`src/rtl/wb_arbiter2_if.sv`:
```
// wb_arbiter2_if: bundles both master ports, the interconnect port and the grant status of wb_arbiter2
interface wb_arbiter2_if;
   logic        m0_cyc, m0_stb, m0_we, m0_stall, m0_ack;
   logic [15:0] m0_adr, m0_dat_o, m0_dat_i;
   logic        m1_cyc, m1_stb, m1_we, m1_stall, m1_ack;
   logic [15:0] m1_adr, m1_dat_o, m1_dat_i;
   logic        s_cyc, s_stb, s_we, s_stall, s_ack;
   logic [15:0] s_adr, s_dat_o, s_dat_i;
   logic [1:0]  gnt;
   modport slave (
      input  m0_cyc, m0_stb, m0_we, m0_adr, m0_dat_o,
      input  m1_cyc, m1_stb, m1_we, m1_adr, m1_dat_o,
      input  s_dat_i, s_stall, s_ack,
      output m0_dat_i, m0_stall, m0_ack, m1_dat_i, m1_stall, m1_ack,
      output s_cyc, s_stb, s_we, s_adr, s_dat_o, gnt
   );
   modport master (
      output m0_cyc, m0_stb, m0_we, m0_adr, m0_dat_o,
      output m1_cyc, m1_stb, m1_we, m1_adr, m1_dat_o,
      output s_dat_i, s_stall, s_ack,
      input  m0_dat_i, m0_stall, m0_ack, m1_dat_i, m1_stall, m1_ack,
      input  s_cyc, s_stb, s_we, s_adr, s_dat_o, gnt
   );
endinterface

```
`src/rtl/wb_arbiter2.sv`:
```
// wb_arbiter2: two-master round-robin pipelined Wishbone arbiter with outstanding-request throttling
// WB_ARB_FIXED_PRIO_EN selects fixed priority (master 0 always wins) instead of round-robin.
module wb_arbiter2 #(
   parameter int MAX_OUTST = 4,
   parameter int CW        = 4
) (
   input logic         clk,
   input logic         rst,
   wb_arbiter2_if.slave bus
);
   typedef enum logic [1:0] {IDLE, GNT0, GNT1} state_t;
   state_t        r_state;
   logic [CW-1:0] r_cnt;
   logic          w_g0, w_g1, w_full, w_inc, w_dec, w_pick0;
   logic [CW-1:0] w_cnt_nxt;
   state_t        w_rel0;
`ifdef WB_ARB_FIXED_PRIO_EN
   assign w_pick0 = 1'b1;
   // Releasing master 0 returns to IDLE so it can win again if it re-requests
   assign w_rel0  = IDLE;
`else
   logic r_last;
   assign w_pick0 = r_last;
   assign w_rel0  = bus.m1_cyc ? GNT1 : IDLE;
`endif
   assign w_g0      = (r_state == GNT0) && !rst;
   assign w_g1      = (r_state == GNT1) && !rst;
   assign w_full    = r_cnt == CW'(MAX_OUTST);
   assign bus.s_cyc = w_g0 ? bus.m0_cyc : w_g1 ? bus.m1_cyc : 1'b0;
   assign bus.s_stb = (w_g0 ? bus.m0_stb : w_g1 ? bus.m1_stb : 1'b0) & !w_full;
   assign bus.s_we    = w_g1 ? bus.m1_we    : bus.m0_we;
   assign bus.s_adr   = w_g1 ? bus.m1_adr   : bus.m0_adr;
   assign bus.s_dat_o = w_g1 ? bus.m1_dat_o : bus.m0_dat_o;
   assign bus.m0_stall = w_g0 ? (bus.s_stall | w_full) : 1'b1;
   assign bus.m1_stall = w_g1 ? (bus.s_stall | w_full) : 1'b1;
   assign bus.m0_ack   = w_g0 & bus.s_ack;
   assign bus.m1_ack   = w_g1 & bus.s_ack;
   assign bus.m0_dat_i = w_g0 ? bus.s_dat_i : 16'h0000;
   assign bus.m1_dat_i = w_g1 ? bus.s_dat_i : 16'h0000;
   assign bus.gnt      = {w_g1, w_g0};
   // Spurious acks at cnt=0 are forwarded but never underflow the counter
   assign w_inc     = bus.s_stb & !bus.s_stall;
   assign w_dec     = bus.s_ack & (r_cnt != '0);
   assign w_cnt_nxt = r_cnt + CW'(w_inc) - CW'(w_dec);
   always_ff @(posedge clk) begin
      if (rst) begin
         r_state <= IDLE;
         r_cnt   <= '0;
`ifndef WB_ARB_FIXED_PRIO_EN
         r_last  <= 1'b1;
`endif
      end else begin
         case (r_state)
            IDLE: begin
               r_cnt   <= '0;
               r_state <= (bus.m0_cyc && (!bus.m1_cyc || w_pick0)) ? GNT0 : bus.m1_cyc ? GNT1 : IDLE;
            end
            GNT0: if (bus.m0_cyc) r_cnt <= w_cnt_nxt;
               else begin
                  r_cnt   <= '0;
                  r_state <= w_rel0;
`ifndef WB_ARB_FIXED_PRIO_EN
                  r_last  <= 1'b0;
`endif
               end
            GNT1: if (bus.m1_cyc) r_cnt <= w_cnt_nxt;
               else begin
                  r_cnt   <= '0;
                  r_state <= bus.m0_cyc ? GNT0 : IDLE;
`ifndef WB_ARB_FIXED_PRIO_EN
                  r_last  <= 1'b1;
`endif
               end
            default: r_state <= IDLE;
         endcase
      end
   end
endmodule
```
`src/flat_wrapper.sv`:
```
// flat-port wrapper written by rule: the top's interface ports become plain ports
module wb_arbiter2_flat 
#(
   parameter int MAX_OUTST = 4,
   parameter int CW        = 4
)
  (clk, rst, bus_m0_cyc, bus_m0_stb, bus_m0_we, bus_m0_adr, bus_m0_dat_o, bus_m1_cyc, bus_m1_stb, bus_m1_we, bus_m1_adr, bus_m1_dat_o, bus_s_dat_i, bus_s_stall, bus_s_ack, bus_m0_dat_i, bus_m0_stall, bus_m0_ack, bus_m1_dat_i, bus_m1_stall, bus_m1_ack, bus_s_cyc, bus_s_stb, bus_s_we, bus_s_adr, bus_s_dat_o, bus_gnt);
  wb_arbiter2_if bus_i ();
  input logic clk;
  input logic rst;
  input wire logic [$bits(bus_i.m0_cyc)-1:0] bus_m0_cyc;
  input wire logic [$bits(bus_i.m0_stb)-1:0] bus_m0_stb;
  input wire logic [$bits(bus_i.m0_we)-1:0] bus_m0_we;
  input wire logic [$bits(bus_i.m0_adr)-1:0] bus_m0_adr;
  input wire logic [$bits(bus_i.m0_dat_o)-1:0] bus_m0_dat_o;
  input wire logic [$bits(bus_i.m1_cyc)-1:0] bus_m1_cyc;
  input wire logic [$bits(bus_i.m1_stb)-1:0] bus_m1_stb;
  input wire logic [$bits(bus_i.m1_we)-1:0] bus_m1_we;
  input wire logic [$bits(bus_i.m1_adr)-1:0] bus_m1_adr;
  input wire logic [$bits(bus_i.m1_dat_o)-1:0] bus_m1_dat_o;
  input wire logic [$bits(bus_i.s_dat_i)-1:0] bus_s_dat_i;
  input wire logic [$bits(bus_i.s_stall)-1:0] bus_s_stall;
  input wire logic [$bits(bus_i.s_ack)-1:0] bus_s_ack;
  output wire logic [$bits(bus_i.m0_dat_i)-1:0] bus_m0_dat_i;
  output wire logic [$bits(bus_i.m0_stall)-1:0] bus_m0_stall;
  output wire logic [$bits(bus_i.m0_ack)-1:0] bus_m0_ack;
  output wire logic [$bits(bus_i.m1_dat_i)-1:0] bus_m1_dat_i;
  output wire logic [$bits(bus_i.m1_stall)-1:0] bus_m1_stall;
  output wire logic [$bits(bus_i.m1_ack)-1:0] bus_m1_ack;
  output wire logic [$bits(bus_i.s_cyc)-1:0] bus_s_cyc;
  output wire logic [$bits(bus_i.s_stb)-1:0] bus_s_stb;
  output wire logic [$bits(bus_i.s_we)-1:0] bus_s_we;
  output wire logic [$bits(bus_i.s_adr)-1:0] bus_s_adr;
  output wire logic [$bits(bus_i.s_dat_o)-1:0] bus_s_dat_o;
  output wire logic [$bits(bus_i.gnt)-1:0] bus_gnt;
  assign bus_i.m0_cyc = bus_m0_cyc;
  assign bus_i.m0_stb = bus_m0_stb;
  assign bus_i.m0_we = bus_m0_we;
  assign bus_i.m0_adr = bus_m0_adr;
  assign bus_i.m0_dat_o = bus_m0_dat_o;
  assign bus_i.m1_cyc = bus_m1_cyc;
  assign bus_i.m1_stb = bus_m1_stb;
  assign bus_i.m1_we = bus_m1_we;
  assign bus_i.m1_adr = bus_m1_adr;
  assign bus_i.m1_dat_o = bus_m1_dat_o;
  assign bus_i.s_dat_i = bus_s_dat_i;
  assign bus_i.s_stall = bus_s_stall;
  assign bus_i.s_ack = bus_s_ack;
  assign bus_m0_dat_i = bus_i.m0_dat_i;
  assign bus_m0_stall = bus_i.m0_stall;
  assign bus_m0_ack = bus_i.m0_ack;
  assign bus_m1_dat_i = bus_i.m1_dat_i;
  assign bus_m1_stall = bus_i.m1_stall;
  assign bus_m1_ack = bus_i.m1_ack;
  assign bus_s_cyc = bus_i.s_cyc;
  assign bus_s_stb = bus_i.s_stb;
  assign bus_s_we = bus_i.s_we;
  assign bus_s_adr = bus_i.s_adr;
  assign bus_s_dat_o = bus_i.s_dat_o;
  assign bus_gnt = bus_i.gnt;
  wb_arbiter2 #(.MAX_OUTST(MAX_OUTST), .CW(CW)) u_core (.clk(clk), .rst(rst), .bus(bus_i));
endmodule
```
`config.mk`:
```
export PLATFORM = sky130hd
export DESIGN_NAME = wb_arbiter2_flat
export DESIGN_NICKNAME = d
export VERILOG_FILES = /design/src/rtl/wb_arbiter2_if.sv /design/src/rtl/wb_arbiter2.sv /design/src/flat_wrapper.sv
export SDC_FILE = /design/constraint.sdc
export NUM_CORES = 1
export LEC_CHECK = 0
export CAP_MARGIN = 30
export CORE_MARGIN = 10
export CORE_UTILIZATION = 26
export CTS_CLUSTER_SIZE = 20
export DETAILED_ROUTE_END_ITERATION = 12
export MAX_ROUTING_LAYER = met4
export PLACE_DENSITY = 0.85
export SLEW_MARGIN = 20
export SYNTH_ARGS = -nofsm -noshare
export SYNTH_HDL_FRONTEND = slang
export SYNTH_SLANG_ARGS = --single-unit
export TNS_END_PERCENT = 100
```
`constraint.sdc`:
```
create_clock -name clk -period 2.5 [get_ports clk]
set_input_delay 0.625 -clock clk [delete_from_list [all_inputs] [get_ports clk]]
set_output_delay 0.625 -clock clk [all_outputs]
set_load 0.005 [all_outputs]
```
# Yosys cells after proc, flatten, opt, wreduce, memory -nomap -nowiden
# Cells that the tools add are included.
# W data, S select, Z words.
[op_classes] n_reduce_logical=14 n_eq_ne=5 addsub=2 n_bitwise=6 n_mux=23
[ops] operator="$mux W16" n=4
[ops] operator="$pmux W4 S3" n=1
[ops] operator="$mux W1" n=10
[ops] operator="$mux W2" n=4
[ops] operator="$mux W4" n=2
[ops] operator="$pmux W2 S3" n=1
[ops] operator="$and A1 B1 Y1" n=5
[ops] operator="$add A4 B1 Y4" n=1
[ops] operator="$eq A4 B3 Y1 const B" n=1
[ops] operator="$logic_not A1 Y1" n=4
[ops] operator="$ne A2 B2 Y1 const B" n=2
[ops] operator="$reduce_bool A4 Y1" n=1
[ops] operator="$sub A4 B1 Y4" n=1
[ops] operator="$logic_and A1 B1 Y1" n=3
[ops] operator="$reduce_and A3 Y1" n=1
[ops] operator="$reduce_bool A3 Y1" n=1
[ops] operator="$eq A2 B1 Y1 const B" n=1
[ops] operator="$eq A2 B2 Y1 const B" n=1
[ops] operator="$logic_not A2 Y1" n=1
[ops] operator="$pmux W1 S2" n=1
[ops] operator="$reduce_and A2 Y1" n=1
[ops] operator="$reduce_bool A2 Y1" n=1
[ops] operator="$logic_or A1 B1 Y1" n=1
[ops] operator="$or A1 B1 Y1" n=1
[word_totals] elab_cells=53 in_bits=90 register_bits=7 out_inout_bits=73

# Longest topological paths before layout
[depth] word_depth=10 ltp_mapped=10 ltp_nobuf=10

# Worst setup path after synthesis
# No wires, ideal clock.
[synth_timing] path_type="input to register" start="in rst" end="reg u_core.r_cnt[2]" arrival_time_ps=2009 path_slack_ps=364 cell_stages=8 setup_ps=127 path_buffers=1 cell_sequence="clkbuf_1 -> a21oi_1 -> and2_1 -> ha_1 -> fa_1 -> xor2_1 -> a22oi_1 -> nor2_1"
[synth_via] elab_chain_len=10 elab_cells_between_ends=12 classes_between="add/sub (2); mux (5); bitwise (2); reduce/logical (3)"
[synth_rtl] element="from (decl)" line="flat_wrapper.sv:10" text="input logic rst;"
[synth_rtl] element="$logic_not A1 Y1" line="wb_arbiter2.sv:26, wb_arbiter2.sv:27"
[synth_rtl] element="$logic_and A1 B1 Y1" line="wb_arbiter2.sv:27" text="assign w_g1 = (r_state == GNT1) && !rst;"
[synth_rtl] element="$mux W1 (2 in a row)" line="wb_arbiter2.sv:30" text="assign bus.s_stb = (w_g0 ? bus.m0_stb : w_g1 ? bus.m1_stb : 1'b0) & !w_full;"
[synth_rtl] element="$and A1 B1 Y1" line="wb_arbiter2.sv:30"
[synth_rtl] element="$and A1 B1 Y1" line="wb_arbiter2.sv:42" text="assign w_inc = bus.s_stb & !bus.s_stall;"
[synth_rtl] element="$add A4 B1 Y4" line="wb_arbiter2.sv:44" text="assign w_cnt_nxt = r_cnt + CW'(w_inc) - CW'(w_dec);"
[synth_rtl] element="$sub A4 B1 Y4" line="wb_arbiter2.sv:44"
[synth_rtl] element="$mux W4 (on tied branches)" line="wb_arbiter2.sv:66, wb_arbiter2.sv:58"
[synth_rtl] element="$pmux W4 S3" line="wb_arbiter2.sv:53" text="case (r_state)"
[synth_rtl] element="to (signal assigned)" line="wb_arbiter2.sv:58" text="GNT0: if (bus.m0_cyc) r_cnt <= w_cnt_nxt;"
[synth_rtl] element="to (signal assigned)" line="wb_arbiter2.sv:66" text="GNT1: if (bus.m1_cyc) r_cnt <= w_cnt_nxt;"
[synth_rtl] element="to (decl)" line="wb_arbiter2.sv:13" text="logic [CW-1:0] r_cnt;"
# Several ways; a longest one is shown, not always the timed one.
# A chain may end at the register's enable or synchronous reset.

# Final worst setup path
[layout_timing] start="in bus_s_stall" end="out bus_m1_stall"
[layout_via] elab_chain_len=2
[layout_rtl] element="from (decl)" line="flat_wrapper.sv:22" text="input wire logic [$bits(bus_i.s_stall)-1:0] bus_s_stall;"
[layout_rtl] element="$or A1 B1 Y1" line="wb_arbiter2.sv:35" text="assign bus.m1_stall = w_g1 ? (bus.s_stall | w_full) : 1'b1;"
[layout_rtl] element="$mux W1" line="wb_arbiter2.sv:35"
[layout_rtl] element="to (decl)" line="flat_wrapper.sv:28" text="output wire logic [$bits(bus_i.m1_stall)-1:0] bus_m1_stall;"
# No other way between the ends.

==> results.cfg <==
[run_status]
status = finished, final reports clean

[grt]
grt_start_max_net_pins = 20
antenna_found_initial = 0
grt_pass1_wl_um = 11300
grt_use_total_pct = 18.85
grt_overflow_total = 0
grt_pass1_vias = 2151

[detailed_routing]
antenna_left = 0
met2_length_um = 4173
avgViaCountPerCell = 4.560
drt-total-wl_um = 7867
highest_layer = met4
drt-pass1-iter-count = 4
dr_total_vias = 2075
drt-met1-wl_um = 2877
dr_wl_met3_um = 689
first_iter_violations = 63
drc_errors = 0
wl_per_cell_um = 17.29

[worst_hold_path]
hold_depth = 2
hold_path.class = reg2reg

[sta]
tightest_slew_ns = 0.4587
finalHoldViolCount = 0
whs_ns = 0.4755
finalSetupTns_ns = 0
rsz0062_at_grt = no
period_minus_slack_ns = 2.473
worst_slack_ns = 0.02682
max_freq_mhz = 404.3
relSlewSlack_pct = 69.35
slew_viol_final = 0
clock_skew_ns = 0.001287
fin_crit_sh_pct = 98.93
setup_viol = 0

[floorplan]
core_area_um2 = 4692
die-area_um2 = 7950
rows = 25
start_util_pct = 26.51
die_width_um = 89.16
die_h_um = 89.16
ioPinCount = 163

[synth]
synth.yosys.seq_area_share_pct = 11.27
ys_seq_elements = 7
syn_area_per_cell_um2 = 5.679
synth-main-ff-cell = dfxtp_1
synthesis.nets = 321
synthesis.area_um2 = 1244
synth.distinct_cells = 25
synth_edf_count = 0
syn_inst = 219
yosys_warnings = 0
async_flop_share_pct = 0

[clocking]
holdBufCountCts = 0
root_buffer = clkbuf_8
cts_inserted_buffers = 3
htreeDepth = 1
path_clk_slew_ns = 0.04
clk-insertion-delay-late_ns = 0.24
cts_tree = done
cts_sinks = 7
cts_buffer_depth = 2

[worst_setup_path]
r2r.worst_path.cells = 11
start_kind = input pin
crit_path_end = bus_m1_stall
cp_data_arrival_time_ns = 1.85
crit_fanout = 3
rr_startpoint = u_core.r_state[1]
cp-startpoint = bus_s_stall
critPathKind = in2out
ff2ff_setup_slack_ns = 0.30
r2r_end = u_core.r_cnt[2]
worstSetupEndpointType = output pin
crit_required_ns = 1.88

[job]
max_cap_viol_count = 0

[cells_and_area]
fin_cells = 455
area_growth_syn_to_layout_pct = 157.7
final_cell_mix = nand2_1 (106), clkdlybuf4s50_1 (90), dlygate4sd2_1 (58)
regArea_um2 = 142.6
antennaDiodeCount = 0
drive_above_1_share_pct = 12.22
fin_nets = 504
fillers = 417
multi_input_area_um2 = 1032
layout_commonest_cell = nand2_1
stdcell_area_um2 = 3206

[place]
port_buffers = 162
pre_cts_ws_ns = -0.3949
placed_cell_area_um2 = 3028
gp_congestion = 0.8282
place_inst = 438
dp_hpwl_um = 6305

[pwr]
p_leak_nw = 1.737
power_density_nw_per_um2 = 237.2
ir_drop_mv = 0.2760
==> metrics by stage <==
step	power (W)	util, %
finish	0.0007604	68.32
global route	0.0008148	68.32
CTS	0.0007685	68.24
detailed placement	0.0005941	64.53
global placement	0.0005838	64.53
floorplan	0.0002589	-
==> Yosys cell counts, types with 2 or more instances <==
library cell	n	area, um^2
and2_1	35	219.0
buf_2	5	25.02
o22ai_1	2	12.51
nor2_1	5	18.77
a21oi_1	8	40.04
a22oi_1	4	30.03
buf_4	2	15.01
a21boi_0	2	15.01
ha_1	11	137.6
inv_1	9	33.78
nand2b_1	3	18.77
nand2_1	106	397.9
or4b_1	2	20.02
nor2b_1	3	18.77
clkbuf_1	6	22.52
dfxtp_1	7	140.1
==> flip-flops by register name, indices dropped and copies added, names as in the netlist <==
register,count
u_core.r_last,1
u_core.r_state,2
u_core.r_cnt,4
==> how the worst min path moves through the flow <==
stage | slack [ns] | start | to
4_1_cts | 0.48 | u_core.r_cnt[3] | u_core.r_cnt[3]
3_5_place_dp | 0.47 | u_core.r_cnt[3] | u_core.r_cnt[3]
5_1_grt | 0.50 | u_core.r_state[0] | u_core.r_state[0]
6_report | 0.48 | u_core.r_cnt[3] | u_core.r_cnt[3]
3_3_place_gp | 0.47 | u_core.r_cnt[3] | u_core.r_cnt[3]
2_1_floorplan | 0.46 | u_core.r_cnt[3] | u_core.r_cnt[3]
==> power by group <==
part / total [W] / switching (W) / internal [W]
Clock: 0.000169 / 0.0000583 / 0.000111
Combinational: 0.000466 / 0.000166 / 0.000299
Sequential: 0.000125 / 0.00000671 / 0.000119
Total: 0.000760 / 0.000231 / 0.000529
==> layout make-up <==
class	instances	share of cell area, %
Tap cell	54	2.108
Clock buffer	4	1.405
Sequential cell	7	4.450
Inverter	9	1.288
Timing Repair Buffer	191	58.55
Multi-Input combinational cell	190	32.20
==> kinds of logic after synthesis <==
family	count (synthesis)	share of synthesized area [%]
and+or+nand+nor	158	57.75
buffers and inverters	22	7.745
AOI/OAI and AO/OA	18	9.155
adders and majority gates	12	12.68
DFF	7	11.27
xor gates and xnor gates	2	1.409
==> critical path, stage by stage <==
cell and delay [ns]:
clkdlybuf4s50_1 0.40, a21oi_1 0.24, nand2_1 0.12, clkdlybuf4s50_1 0.47
==> layer usage <==
layer | vias to the layer above | track usage [%]
met1 | 923 | 18.85
met3 | 12 | 4.193
met4 | 0 | 5.347
met5 | - | -
met2 | 93 | 35.64
li1 | 1047 | -
==> timing repair <==
| item | 4_1_cts | 5_1_grt |
|---|---|---|
| gates cloned | 4 | 0 |
| endpoints found under the setup margin | 73 | 8 |
| buffers inserted | 9 | 0 |
| resized for setup | 111 | 9 |
| pin swaps | 1 | 0 |
(Power assumes the default switching activity.)
==> patch, RTL diff (same settings) <==
Add a define of `WB_ARB_FIXED_PRIO_EN`.
--- a/src/rtl/wb_arbiter2.sv
+++ b/src/rtl/wb_arbiter2.sv
@@ -1,5 +1,7 @@
 // wb_arbiter2: two-master round-robin pipelined Wishbone arbiter with outstanding-request throttling
 // WB_ARB_FIXED_PRIO_EN selects fixed priority (master 0 always wins) instead of round-robin.
+`define WB_ARB_FIXED_PRIO_EN
+
 module wb_arbiter2 #(
    parameter int MAX_OUTST = 4,
    parameter int CW        = 4
Check against the original RTL: not equivalent (Yosys sat finds a counterexample within 4 cycles, from zero or initial values and one cycle with rst high).
==> patch against the original RTL <==
Via count shrank 4.4%. Utilization grew 0.30 points. Worst setup slack worse by 0.0081 ns. Cell count down 2.9%. Largest cell class unchanged. Count of clock-buffer cells in the layout shrank 1. Largest power group unchanged. Synthesized cell count down 3.7%. Power shrank 20%. Routed wire length down 0.92%. Synthesized area shrank 1.4%. Final area is 4.2% lower. Worst hold slack improved by 0.040 ns. Critical endpoint is now bus_s_dat_o[0]. Sequential cell count shrank 1. Clock power fell by 9%.
==> patch: results (changes against the original RTL) <==
| Metric | Value |
|---|---|
| Status | finished clean |
| Dominant synthesized flop cell | dfxtp_1 |
| Multi-input gates | 186 (-2.1%) |
| Synth unique cells | 27 (+8.0%) |
| Leak | 0.00160 uW (-7.6%) |
| Initial drt markers | 63 (unchanged) |
| Compound-Gate Fraction of Synth Area | 7.96% (-1.2 points) |
| Asr flop ratio synth | 0% (unchanged) |
| Yosys reg bits | 6 (-1) |
| Fill cells | 408 (-2.2%) |
| Total CTS buffers | 3 (unchanged) |
| Routing usage on met1 | 19.4% (+0.53 points) |
| Met3 Usage GRT | 5.61% (+1.4 points) |
| Met2 Use GR | 35.6% (-0.072 points) |
| Critical Path Slowest Stage Cell | dlygate4sd2_1 |
| GRT Overall Usage | 19.1% (+0.29 points) |
| First-pass GRT wire length | 11400 um (+0.73%) |
| Share of cells above drive strength 1 | 9.49% (-2.7 points) |
| Drt via density | 4.49 (-1.6%) |
| Avg Cell Area, Syn | 5.81 um^2 (+2.3%) |
| Synth top area share | 32.1% (+0.15 points) |
| Flop2flop setup slack | 0.22 ns (-0.08 ns) |
| Top delay family on crit path | buffers and inverters |
| DR vias | 1984 (-4.4%) |
| Pre-antenna DRT Iters | 4 (unchanged) |
| Multi-input logic area | 1010 um^2 (-2.5%) |
| Largest regs | u_core.r_cnt (4), u_core.r_state (2) |
| Max-slew headroom | 79.6% (+10 points) |
| Met1 wire length | 2680 um (-6.7%) |
| Final setup skew | 0.000690 ns (-0.000597 ns) |
| Adder-Cell Fraction of Synth Area | 11.8% (-0.84 points) |
| Sequential area share after synthesis | 9.80% (-1.5 points) |
| Peak VDD IR | 225 uV (-19%) |
| Clock Latency Late Sink | 0.23 ns |
| Setup WS pre-CTS | -0.423 ns (-0.0278 ns) |
| Metal2 WL | 4090 um (-2.1%) |
| Via count of the first global-routing pass | 1947 (-9.5%) |
| Syn nets | 312 (-2.8%) |
| Crit path largest cell delay | 0.27 ns (-0.20 ns) |
| Synth Area in XOR/XNOR | 0.714% (-0.69 points) |
| Placed instance count | 428 (-2.3%) |
| Fmax | 403 MHz (-0.33%) |
| Final Wtd Congestion | 0.885 (+6.9%) |
| Initial antenna violation count | 0 (unchanged) |
| Met3 WL post-DR | 954 um (+38%) |
| Nonclk buf count | 186 (-2.6%) |
| Drt wl/cell | 17.6 um (+2.0%) |
| DP HPWL | 6430 um (+1.9%) |
| IO Port Bufs | 162 (unchanged) |
| Largest net degree at the start of global routing | 18 (-10%) |
| Fraction of area in registers | 3.91% (-0.54 points) |
| ClkCell Share | 1.34% (-0.060 points) |
| Commonest cells in the netlist | nand2_1 (105), and2_1 (36), ha_1 (10), inv_1 (8), nor2_1 (8) |
| Max FO, Critical Path | 11 (+8) |
| Synth top area cells | nand2_1 (32%), and2_1 (18%), ha_1 (10%) |
| Final-layout non-clock buffer area share | 58.5% (about the same) |
| Final net count | 493 (-2.2%) |
## patch: cell types whose count changed after synthesis, moves of 2 or more
cell / unedited run / this run
buf_6: 0 / 4
a21oi_1: 8 / 3
or4b_1: 2 / 0
o22ai_1: 2 / 0
nor2_1: 5 / 8
clkbuf_1: 6 / 0
nand2b_1: 3 / 1
buf_4: 2 / 5
a22oi_1: 4 / 0
a32oi_1: 0 / 5
## patch: repair_timing
action                                  in CTS  in global routing
pin swaps                                    0                  1
cloned                                       4                  0
setup buffers                                7                  0
resized for setup                           83                  4
endpoints found under the setup margin      73                  9
## patch: worst paths after layout
| path | start | end | depth (start not counted) |
|---|---|---|---|
| max | rst | bus_s_dat_o[0] | 8 |
| min | u_core.r_cnt[0] | u_core.r_cnt[0] | 2 |
| max reg2reg | u_core.r_state[0] | u_core.r_cnt[2] | 11 |
| min reg2reg | u_core.r_cnt[0] | u_core.r_cnt[0] | 2 |
## patch: stage by stage
stage	hold slack [ns]	utilization [%]	cell area, um^2	TNS (ns)	power (uW)
after floorplan	0.473	-	1230	0	196
after global placement	0.492	66.6	2980	-25.63	470
after detailed placement	0.516	66.6	2980	-27.93	474
after CTS	0.524	68.5	3070	0	611
after global routing	0.559	68.6	3070	-0.0309	642
final	0.515	68.6	3070	0	607
## patch: worst reg2reg max path, stage by stage, from the launching register on
cell and delay, ns:
dfxtp_1 0.35, inv_1 0.09, ha_1 0.25, buf_4 0.16
nand3b_1 0.11, a21oi_2 0.07, and2_1 0.15, ha_1 0.21
fa_1 0.38, xor2_1 0.17, a32oi_1 0.17, nor2_1 0.06
## patch: where the power goes
group | leakage [uW] | switching, uW | total, uW | internal [uW]
combinational | 0.00153 | 120 | 353 | 233
sequential | 0.0000486 | 2.03 | 100 | 98.3
clock | 0.0000216 | 49.3 | 153 | 104
